File: src/rtl/acc_bank_pkg.sv
// -----------------------------------------------------------------------------
// acc_bank_pkg
// Shared constants and types for the accumulator bank that sits below the
// systolic array: tile dimension, partial-sum width, FSM state encoding and
// small width helpers used to size pointers and row indices.
// No ports (package).
// -----------------------------------------------------------------------------
package acc_bank_pkg;

    localparam int N     = 4;   // array dimension: rows and columns per tile
    localparam int ACC_W = 32;  // signed partial-sum / result width

    // Bits needed to index 0..n-1 (at least one bit).
    function automatic int idx_width(input int n);
        return (n > 1) ? $clog2(n) : 1;
    endfunction

    // Bits needed to hold a count 0..n (a write pointer may reach n).
    function automatic int ptr_width(input int n);
        return $clog2(n + 1);
    endfunction

    localparam int LOG_N = idx_width(N);

    typedef logic signed [ACC_W-1:0] psum_t;

    typedef enum logic [1:0] {
        S_ACC_IDLE   = 2'd0,
        S_ACC_ACTIVE = 2'd1,
        S_ACC_DONE   = 2'd2
    } acc_state_t;

endpackage

File: src/rtl/acc_bank_if.sv
// -----------------------------------------------------------------------------
// acc_bank_if
// Row-stream handshake between the accumulator bank (master) and the
// writeback/output path (slave).
//   row_o       : current output row, element c is column c
//   row_idx_o   : index of the row on row_o
//   row_valid_o : row_o holds a complete row
//   row_ready_i : downstream accepts the row this cycle
// Signal suffixes are named from the bank's point of view.
// -----------------------------------------------------------------------------
interface acc_bank_if #(
    parameter int N     = acc_bank_pkg::N,
    parameter int ACC_W = acc_bank_pkg::ACC_W
);
    import acc_bank_pkg::*;

    localparam int IW = idx_width(N);

    logic [N-1:0][ACC_W-1:0] row_o;
    logic [IW-1:0]           row_idx_o;
    logic                    row_valid_o;
    logic                    row_ready_i;

    modport master (
        output row_o,
        output row_idx_o,
        output row_valid_o,
        input  row_ready_i
    );

    modport slave (
        input  row_o,
        input  row_idx_o,
        input  row_valid_o,
        output row_ready_i
    );

endinterface

File: src/rtl/acc_column.sv
// -----------------------------------------------------------------------------
// acc_column
// One column of the accumulator bank: N-entry storage filled in arrival order,
// its write pointer, a sticky overflow flag and the optional accumulate adder.
// Ports:
//   clk_i, rst_ni  : clock, synchronous active-low reset
//   clear_i        : new tile; zero the pointer and overflow flag
//   cap_en_i       : bank is accepting captures this cycle
//   valid_i        : capture strobe for this column
//   psum_i         : partial sum from the bottom PE of this column
//   accumulate_i   : 1 = add into storage, 0 = overwrite
//   rd_idx_i       : row to present on rd_data_o
//   wp_o           : number of entries captured so far (0..N)
//   rd_data_o      : storage entry at rd_idx_i
//   ovf_o          : a capture arrived while the column was full
// -----------------------------------------------------------------------------
module acc_column #(
    parameter  int N     = acc_bank_pkg::N,
    parameter  int ACC_W = acc_bank_pkg::ACC_W,
    localparam int IW    = acc_bank_pkg::idx_width(N),
    localparam int PW    = acc_bank_pkg::ptr_width(N)
) (
    input  logic             clk_i,
    input  logic             rst_ni,
    input  logic             clear_i,
    input  logic             cap_en_i,
    input  logic             valid_i,
    input  logic [ACC_W-1:0] psum_i,
    input  logic             accumulate_i,
    input  logic [IW-1:0]    rd_idx_i,
    output logic [PW-1:0]    wp_o,
    output logic [ACC_W-1:0] rd_data_o,
    output logic             ovf_o
);
    import acc_bank_pkg::*;

    logic [N-1:0][ACC_W-1:0] mem_q, mem_d;
    logic [PW-1:0]           wp_q,  wp_d;
    logic                    ovf_q, ovf_d;
    logic [IW-1:0]           wr_idx;

    // The pointer is one bit wider than the row index so it can say "full";
    // it is only used as an index while below N.
    assign wr_idx = IW'(wp_q);

    always_comb begin
        // NOTE: every variable gets a default before any branch so no path
        // leaves it unassigned; otherwise synthesis infers a latch.
        mem_d = mem_q;
        wp_d  = wp_q;
        ovf_d = ovf_q;

        if (clear_i) begin
            wp_d  = '0;
            ovf_d = 1'b0;
        end else if (cap_en_i && valid_i) begin
            if (wp_q < PW'(N)) begin
                // Two's-complement add wraps modulo 2^ACC_W, no saturation.
                mem_d[wr_idx] = accumulate_i ? (mem_q[wr_idx] + psum_i) : psum_i;
                wp_d          = wp_q + PW'(1);
            end else begin
                ovf_d = 1'b1;   // data and pointer stay as they are
            end
        end
    end

    // NOTE: state registers use non-blocking assignments so every flop samples
    // the pre-edge value of its neighbours; blocking here would create
    // order-dependent simulation races.
    always_ff @(posedge clk_i) begin
        if (!rst_ni) begin
            // NOTE: storage is deliberately reset so a tile read after reset
            // (or a partially filled one) never exposes stale results; this
            // keeps mem in flops rather than a RAM macro, which is fine at N*N.
            mem_q <= '0;
            wp_q  <= '0;
            ovf_q <= 1'b0;
        end else begin
            mem_q <= mem_d;
            wp_q  <= wp_d;
            ovf_q <= ovf_d;
        end
    end

    assign wp_o      = wp_q;
    assign rd_data_o = mem_q[rd_idx_i];
    assign ovf_o     = ovf_q;

endmodule

File: src/rtl/acc_bank.sv
// -----------------------------------------------------------------------------
// acc_bank
// Receive-side buffer for one N x N result tile of the systolic array.
// Columns arrive skewed (column c lags column 0 by c cycles); each column is
// captured independently into its own acc_column, and row r is offered
// downstream once every column holds at least r+1 entries. Capture and drain
// run concurrently, so the array never has to stall.
// Ports:
//   clk_i        : clock
//   rst_ni       : synchronous active-low reset
//   start_i      : one-cycle pulse, begin a new tile (wins over acc_valid_i)
//   accumulate_i : (ACC_BANK_ACCUMULATE_EN only) sampled with start_i;
//                  1 = next tile adds into stored values
//   acc_valid_i  : per-column capture strobes
//   psum_i       : bottom-row partial sums, one per column
//   out_if       : row stream (row_o, row_idx_o, row_valid_o, row_ready_i)
//   done_o       : all N rows transferred; held until the next start_i
//   err_o        : sticky, a capture arrived for a full column
// Build option: define ACC_BANK_ACCUMULATE_EN to add accumulate_i and the
// accumulate-into-storage mode; otherwise captures always overwrite.
// -----------------------------------------------------------------------------
module acc_bank #(
    parameter  int N     = acc_bank_pkg::N,
    parameter  int ACC_W = acc_bank_pkg::ACC_W,
    localparam int LOG_N = acc_bank_pkg::idx_width(N),
    localparam int PW    = acc_bank_pkg::ptr_width(N)
) (
    input  logic                    clk_i,
    input  logic                    rst_ni,
    input  logic                    start_i,
`ifdef ACC_BANK_ACCUMULATE_EN
    input  logic                    accumulate_i,
`endif
    input  logic [N-1:0]            acc_valid_i,
    input  logic [N-1:0][ACC_W-1:0] psum_i,
    acc_bank_if.master              out_if,
    output logic                    done_o,
    output logic                    err_o
);
    import acc_bank_pkg::*;

    acc_state_t              state_q, state_d;
    logic [LOG_N-1:0]        rr_q, rr_d;
    logic [PW-1:0]           wp [N];
    logic [N-1:0][ACC_W-1:0] row_data;
    logic [N-1:0]            ovf;
    logic                    row_valid;
    logic                    fire;
    logic                    cap_en;
    logic                    acc_mode;

`ifdef ACC_BANK_ACCUMULATE_EN
    logic acc_mode_q;

    // Mode is latched at start_i and applies to the whole tile that follows.
    always_ff @(posedge clk_i) begin
        if (!rst_ni) begin
            acc_mode_q <= 1'b0;
        end else if (start_i) begin
            acc_mode_q <= accumulate_i;
        end
    end

    assign acc_mode = acc_mode_q;
`else
    assign acc_mode = 1'b0;
`endif

    // start_i has priority: captures in the same cycle are dropped.
    assign cap_en = (state_q == S_ACC_ACTIVE) && !start_i;

    for (genvar c = 0; c < N; c++) begin : g_col
        acc_column #(
            .N     (N),
            .ACC_W (ACC_W)
        ) u_col (
            .clk_i        (clk_i),
            .rst_ni       (rst_ni),
            .clear_i      (start_i),
            .cap_en_i     (cap_en),
            .valid_i      (acc_valid_i[c]),
            .psum_i       (psum_i[c]),
            .accumulate_i (acc_mode),
            .rd_idx_i     (rr_q),
            .wp_o         (wp[c]),
            .rd_data_o    (row_data[c]),
            .ovf_o        (ovf[c])
        );
    end

    // Row rr is complete once every column has written past it. Built only
    // from registered pointers, so a row appears the cycle after its last
    // column is captured and never depends on this cycle's strobes.
    always_comb begin
        row_valid = (state_q == S_ACC_ACTIVE);
        for (int c = 0; c < N; c++) begin
            if (wp[c] <= PW'(rr_q)) begin
                row_valid = 1'b0;
            end
        end
    end

    assign fire = row_valid && out_if.row_ready_i;

    // Next-state and output decode.
    always_comb begin
        state_d = state_q;
        rr_d    = rr_q;
        done_o  = (state_q == S_ACC_DONE);

        if (start_i) begin
            state_d = S_ACC_ACTIVE;
            rr_d    = '0;
        end else begin
            case (state_q)
                S_ACC_ACTIVE: begin
                    if (fire) begin
                        rr_d = rr_q + LOG_N'(1);
                        if (rr_q == LOG_N'(N - 1)) begin
                            state_d = S_ACC_DONE;
                        end
                    end
                end
                default: begin
                    // S_ACC_IDLE / S_ACC_DONE wait for start_i.
                end
            endcase
        end
    end

    always_ff @(posedge clk_i) begin
        if (!rst_ni) begin
            state_q <= S_ACC_IDLE;
            rr_q    <= '0;
        end else begin
            state_q <= state_d;
            rr_q    <= rr_d;
        end
    end

    // rr_q only moves on a transfer, so row_o / row_idx_o hold under backpressure.
    assign out_if.row_o       = row_data;
    assign out_if.row_idx_o   = rr_q;
    assign out_if.row_valid_o = row_valid;
    assign err_o              = |ovf;

endmodule

File: src/flat_wrapper.sv
// flat-port wrapper written by rule: the top's interface ports become plain ports
module acc_bank_flat import acc_bank_pkg::*;
#(
    parameter  int N     = acc_bank_pkg::N,
    parameter  int ACC_W = acc_bank_pkg::ACC_W,
    localparam int LOG_N = acc_bank_pkg::idx_width(N),
    localparam int PW    = acc_bank_pkg::ptr_width(N)
)
  (clk_i, rst_ni, start_i, acc_valid_i, psum_i, done_o, err_o, out_if_row_o, out_if_row_idx_o, out_if_row_valid_o, out_if_row_ready_i);
  acc_bank_if #(.N(N), .ACC_W(ACC_W)) out_if_i ();
  input  logic clk_i;
  input  logic rst_ni;
  input  logic start_i;
  input  logic [N-1:0] acc_valid_i;
  input  logic [N-1:0][ACC_W-1:0] psum_i;
  output logic done_o;
  output logic err_o;
  output wire logic [$bits(out_if_i.row_o)-1:0] out_if_row_o;
  output wire logic [$bits(out_if_i.row_idx_o)-1:0] out_if_row_idx_o;
  output wire logic [$bits(out_if_i.row_valid_o)-1:0] out_if_row_valid_o;
  input wire logic [$bits(out_if_i.row_ready_i)-1:0] out_if_row_ready_i;
  assign out_if_row_o = out_if_i.row_o;
  assign out_if_row_idx_o = out_if_i.row_idx_o;
  assign out_if_row_valid_o = out_if_i.row_valid_o;
  assign out_if_i.row_ready_i = out_if_row_ready_i;
  acc_bank #(.N(N), .ACC_W(ACC_W)) u_core (.clk_i(clk_i), .rst_ni(rst_ni), .start_i(start_i), .acc_valid_i(acc_valid_i), .psum_i(psum_i), .out_if(out_if_i), .done_o(done_o), .err_o(err_o));
endmodule
File: config.mk
export PLATFORM = sky130hd
export DESIGN_NAME = acc_bank_flat
export DESIGN_NICKNAME = d
export VERILOG_FILES = /design/src/rtl/acc_bank_pkg.sv /design/src/rtl/acc_bank_if.sv /design/src/rtl/acc_column.sv /design/src/rtl/acc_bank.sv /design/src/flat_wrapper.sv
export SDC_FILE = /design/constraint.sdc
export NUM_CORES = 1
export LEC_CHECK = 0
export CAP_MARGIN = 20
export CORE_ASPECT_RATIO = 2
export CORE_MARGIN = 2
export CORE_UTILIZATION = 55
export CTS_CLUSTER_DIAMETER = 50
export DETAILED_ROUTE_END_ITERATION = 8
export HOLD_SLACK_MARGIN = 0.1
export PLACE_DENSITY_LB_ADDON = 0.2
export SLEW_MARGIN = 20
export SYNTH_ARGS = -nofsm -noshare
export SYNTH_HDL_FRONTEND = slang
export SYNTH_HIERARCHICAL = 1
export SYNTH_SLANG_ARGS = --single-unit
File: constraint.sdc
create_clock -name clk_i -period 3.8 [get_ports clk_i]
set_input_delay 0.76 -clock clk_i [delete_from_list [all_inputs] [get_ports clk_i]]
set_output_delay 0.76 -clock clk_i [all_outputs]
set_load 0.03 [all_outputs]
-- Word-level counts from Yosys, hierarchy flattened
Index checks and enable logic that the tools add are counted.
- register bits after elaboration: 532
- input port bits: 136
- output and inout bits: 133
- logic and storage cells: 117
- order comparisons: 17
- mux-type cells: 28
- equal/unequal tests: 3
- bitwise operators: 6
- add/subtract/negate cells: 5
- reductions and logical operators: 31
- operators with widths (kind ; number):
    $bwmux W128 ; 4
    $bmux W32 S2 ; 4
    $demux W32 S2 ; 4
    $mux W32 ; 8
    $reduce_and A2 Y1 ; 9
    $reduce_and A3 Y1 ; 6
    $lt A2 B3 Y1 const B ; 5
    $add A3 B1 Y3 const B ; 4
    $le A3 B2 Y1 ; 4
    $lt A3 B3 Y1 const B ; 4
    $logic_and A1 B1 Y1 ; 10
    $ge A2 B1 Y1 const B ; 4
    $mux W1 ; 8
    $not A1 Y1 ; 6
    $reduce_bool A2 Y1 ; 3
    $eq A2 B2 Y1 const B ; 2
    $reduce_or A4 Y1 ; 1
    $add A2 B1 Y2 const B ; 1
    $eq A2 B1 Y1 const B ; 1
    $reduce_or A2 Y1 ; 1
    $logic_not A1 Y1 ; 1

-- Depth between registers and ports, before layout
- depth in word-level cells: 9
- mapped depth: 13
- gate-level depth less buffers: 11

-- By module
Netlist, hierarchy kept.
- by module, submodules not included (module ; cells an instance ; instances ; area each (um2)):
    acc_column at u_core.g_col[2].u_col ; 896 ; 1 ; 8272.9
    acc_column at u_core.g_col[3].u_col ; 894 ; 1 ; 8269.2
    acc_column at u_core.g_col[1].u_col ; 872 ; 1 ; 8212.9
    acc_column at u_core.g_col[0].u_col ; 896 ; 1 ; 8195.4
    acc_bank ; 52 ; 1 ; 442.9

-- Worst setup path before layout
OpenSTA, ideal clock, no wires.
- path kind: input port to flip-flop
- start: input start_i
- end: register u_core/g_col[3].u_col/mem_q[52] (netlist name)
- buffers on the path: 3
- data arrival time: 2.809 ns
- required time: 3.663 ns
- cell stages on the path: 8
- setup time: 0.137 ns
- setup slack: 0.854 ns
- cells stage by stage: nor2_1 -> nand2_1 -> nor3_1 -> and2_1 -> clkbuf_1 -> clkbuf_1 -> clkbuf_1 -> a31oi_1
- longest elaborated chain between the ends: 4
- elaborated cells between the ends (all ways): 5
- classes of those cells: 1 x bitwise; 4 x reduce/logical
- RTL lines (element ; RTL line ; source):
    start: declaration ; flat_wrapper.sv:13 ; input logic start_i;
    $logic_not A1 Y1 ; acc_bank.sv:70 ; assign cap_en = (state_q == S_ACC_ACTIVE) && !start_i;
    $logic_and A1 B1 Y1 ; acc_bank.sv:70 ;
    $logic_and A1 B1 Y1 ; acc_column.sv:56 ; end else if (cap_en_i && valid_i) begin
    $reduce_and A3 Y1 (no source line) (*) ; -- ;
    end signal: assignment ; acc_column.sv:79 ; mem_q <= mem_d;
    end: declaration ; acc_column.sv:37 ; logic [N-1:0][ACC_W-1:0] mem_q, mem_d;
Every way passes the cells marked *; elsewhere a longest branch is shown, timed or not.
A chain may end at the register's enable or synchronous reset.

-- Worst setup path after layout
- start: register u_core.rr_q[0], in the netlist u_core/out_if.row_idx_o[0]
- end: output out_if_row_o[94]
- longest elaborated chain between the ends: 2
- RTL lines (element ; RTL line ; source):
    start: declaration ; acc_bank.sv:43 ; logic [LOG_N-1:0] rr_q, rr_d;
    start signal: assignment ; acc_bank.sv:137 ; rr_q <= rr_d;
    $bmux W32 S2 ; acc_column.sv:86 ; assign rd_data_o = mem_q[rd_idx_i];
    $mux W32 (not written as such) ; acc_column.sv:86 ;
    end: declaration ; flat_wrapper.sv:18 ; output wire logic [$bits(out_if_i.row_o)-1:0] out_if_row_o;
No other way between the ends. The select of a mux whose other input is x is not followed.

==> impl_metrics.py <==
metrics = {
    "detailed_routing": {
        "postRouteAntennaNets": 0,
        "wirelength_um": 98200,
        "vias_per_cell": 6.49,
        "drt_iter0_drc": 1838,
        "met3_length_um": 6110,
        "routedWlPerCell_um": 21.7,
        "firstDrtPassIters": 6,
        "drt-met1-wl_um": 36400,
        "dr.max_layer_used": "met5",
        "vias": 29326,
        "wl_met2_um": 50900,
        "drc": 0,
    },
    "global_routing": {
        "grtUsageTotal_pct": 31.0,
        "grt_antenna_before_repair": 11,
        "grt_pass1_wl_um": 156000,
        "grt_pass1_vias": 29359,
        "grt_start_max_net_pins": 99,
        "grt_overflow_total": 0,
    },
    "clocking": {
        "cts_tree": "built",
        "cts_buffers": 51,
        "cts_sinks": 532,
        "path_clk_slew_ns": 0.07,
        "h-tree-depth": 2,
        "cts.hold.buffers_added": 0,
        "postCtsSetupBuffers": 0,
        "clk_latency_ns": 0.61,
        "cts_max_path_buffers": 3,
        "cts_root_buf": "clkbuf_16",
        "ctsResizeCount": 0,
    },
    "sta": {
        "fmax_mhz": 268,
        "maxSlewHeadroom_pct": 36.6,
        "rsz0062_at_grt": "no",
        "finalClockSkew_ns": 0.0235,
        "min_period_ns": 3.73,
        "drv_slew": 0,
        "post-route-period-util_pct": 98.1,
        "fin_setup_tns_ns": 0,
        "finalSetupViolations": 0,
        "finalHoldViolCount": 0,
        "tightest_slew_ns": 0.949,
    },
    "worst_setup_path": {
        "end_kind": "output pin",
        "r2r-end": "u_core/g_col[3].u_col/mem_q[53]$_SDFFE_PN0P_",
        "reg2reg_from": "u_core/state_q[1]$_SDFFE_PP0P_",
        "cp-startpoint": "u_core/out_if.row_idx_o[0]$_SDFFE_PP0P_",
        "ff2ff_path_depth": 8,
        "cp.arrival_ns": 2.97,
        "endpoint": "out_if_row_o[94]",
        "cp.required_ns": 3.04,
        "startpoint_type": "flip-flop",
        "critical_path_class": "reg2out",
        "cp_max_fo": 39,
        "r2r_setup_slack_ns": 1.13,
    },
    "pwr": {
        "ir_drop_mv": 0.352,
        "p_total_uw": 12500,
        "leakagePower_uw": 0.0136,
        "powerDensity_nw_per_um2": 326,
    },
    "placement": {
        "dpl.hpwl_um": 67700,
        "finalWeightedCongestion": 0.926,
        "port-buffer-count": 268,
    },
    "die": {
        "start_util_pct": 55.6,
        "core-area_um2": 60100,
        "die_area_um2": 62800,
        "die_h_um": 352,
        "die-width_um": 178,
        "fp-row-count": 127,
        "io_pins": 269,
    },
    "synth": {
        "synth.distinct_cells": 110,
        "synth_edf_count": 0,
        "async_flop_share_pct": 0,
        "ys_seq_area_share_pct": 31.9,
        "synth_ff_type": "dfxtp_1",
        "synth_seq_cells": 532,
        "syn_area_um2": 33400,
        "ys.warnings.count": 6,
        "synth.avg_cell_area_um2": 9.25,
        "syn_inst": 3610,
    },
    "min_path": {
        "holdPathStages": 2,
        "hold_path.class": "reg2reg",
    },
    "run": {
        "cap_violations": 0,
    },
    "layout": {
        "areaGrowthSynthToFinish_pct": 14.7,
        "drive_above_1_share_pct": 13.6,
        "finalNetCount": 3989,
    },
    "status": {
        "outcome": "complete, no violations",
    },
}
## sequential cells by signal (all words and copies together) (netlist names)
signal	flops
u_core/g_col.u_col/mem_q	512
u_core/g_col.u_col/ovf_o	4
u_core/state_q	2
u_core/out_if.row_idx_o	2
u_core/g_col.u_col/wp_o	12
## critical path, stage by stage, from the launching register on
cell	delay [ns]
dfxtp_4	0.82
buf_12	0.29
buf_4	0.24
mux4_2	0.38
clkdlybuf4s50_1	0.62
## per-stage QoR
step	area, µm²	worst slack, ns	hold WS [ns]	utilization [%]	instances
floorplan	33400	0.854	0.428	-	3621
global placement	36600	0.572	0.444	61.0	4421
detailed placement	36600	0.519	0.459	61.0	4421
CTS	38300	0.0174	0.468	63.8	4514
global route	38300	0.0150	0.483	63.8	4518
finish	38300	0.0705	0.468	63.8	4519
## power breakdown
| part | switching (µW) | internal (µW) | leakage (µW) |
|---|---|---|---|
| combinational | 991 | 643 | 0.00853 |
| clock | 2380 | 2860 | 0.000803 |
| sequential | 30.8 | 5610 | 0.00429 |
## worst min-delay path by stage
stage	start	end	slack, ns
floorplan	u_core/g_col[2].u_col/ovf_o$_SDFFE_PP0P_	u_core/g_col[2].u_col/ovf_o$_SDFFE_PP0P_	0.43
global placement	u_core/g_col[2].u_col/ovf_o$_SDFFE_PP0P_	u_core/g_col[2].u_col/ovf_o$_SDFFE_PP0P_	0.44
detailed placement	u_core/g_col[3].u_col/mem_q[47]$_SDFFE_PN0P_	u_core/g_col[3].u_col/mem_q[47]$_SDFFE_PN0P_	0.46
CTS	u_core/g_col[3].u_col/mem_q[47]$_SDFFE_PN0P_	u_core/g_col[3].u_col/mem_q[47]$_SDFFE_PN0P_	0.47
global route	u_core/g_col[2].u_col/mem_q[98]$_SDFFE_PN0P_	u_core/g_col[2].u_col/mem_q[98]$_SDFFE_PN0P_	0.48
finish	u_core/g_col[3].u_col/mem_q[47]$_SDFFE_PN0P_	u_core/g_col[3].u_col/mem_q[47]$_SDFFE_PN0P_	0.47
## area by class of cell
class,instances,area (µm²)
Multi-Input combinational cell,2741,21500
Antenna cell,5,12.5
Clock buffer,70,1430
Fill cell,5041,21700
Timing Repair Buffer,322,3340
Tap cell,774,968
Clock inverter,23,238
Sequential cell,532,10700
Inverter,52,195
## cell usage in the layout (no fill, tap or decap), types with 34 or more instances in the layout
| cell | netlist | routed |
|---|---|---|
| dfxtp_1 | 532 | 522 |
| a21oi_1 | 366 | 366 |
| nor2_1 | 359 | 359 |
| nand2_1 | 290 | 290 |
| o21ai_0 | 282 | 282 |
| clkdlybuf4s50_1 | 0 | 262 |
| mux4_2 | 256 | 256 |
| a211oi_1 | 218 | 218 |
| ha_1 | 149 | 149 |
| mux2i_1 | 80 | 80 |
| a21o_1 | 58 | 58 |
| xnor2_1 | 57 | 57 |
| nand3_1 | 55 | 55 |
| a31oi_1 | 55 | 55 |
| nor3_1 | 53 | 53 |
| clkbuf_16 | 0 | 51 |
| inv_1 | 48 | 47 |
| buf_4 | 0 | 38 |
| a311oi_1 | 34 | 34 |
## metal layers
layer | vias to the layer above | track usage [%]
li1 | 13847 | -
met1 | 14201 | 35.2
met2 | 983 | 55.4
met3 | 281 | 5.53
met4 | 14 | 14.5
met5 | - | 0
## cells by family (layout without fill, tap and decap cells)
group	after synthesis	in the layout	share of synthesized area, %
AOI/OAI and AO/OA	1221	1221	23.7
and+or+nand+nor	924	924	12.3
DFF	532	532	31.9
buffers and inverters	348	467	4.00
muxes	343	343	19.9
adders and majority gates	153	153	5.82
xor gates and xnor gates	88	88	2.36
other	1	17	0.0112
## Yosys cell counts (8+ instances only)
library cell	n	share of area [%]
a211o_1	9	0.24
a211oi_1	218	4.9
a21o_1	58	1.3
a21oi_1	366	5.5
a311oi_1	34	0.89
a31oi_1	55	1.0
and2_1	21	0.39
and3_1	28	0.52
buf_1	50	0.56
buf_2	11	0.16
clkbuf_1	232	2.6
dfxtp_1	532	32
ha_1	149	5.6
inv_1	48	0.54
mux2i_1	80	2.4
mux4_2	256	17
nand2_1	290	3.3
nand2b_1	15	0.28
nand3_1	55	0.82
nand3b_1	9	0.20
nand4_1	20	0.37
nor2_1	359	4.0
nor2b_1	19	0.36
nor3_1	53	0.79
o211ai_1	21	0.47
o21a_1	17	0.38
o21ai_0	282	4.2
o21bai_1	17	0.38
o22ai_1	13	0.24
or2_2	8	0.15
or3_1	8	0.15
xnor2_1	57	1.5
xor2_1	30	0.79
No activity file was read; power rests on OpenSTA's default activity.
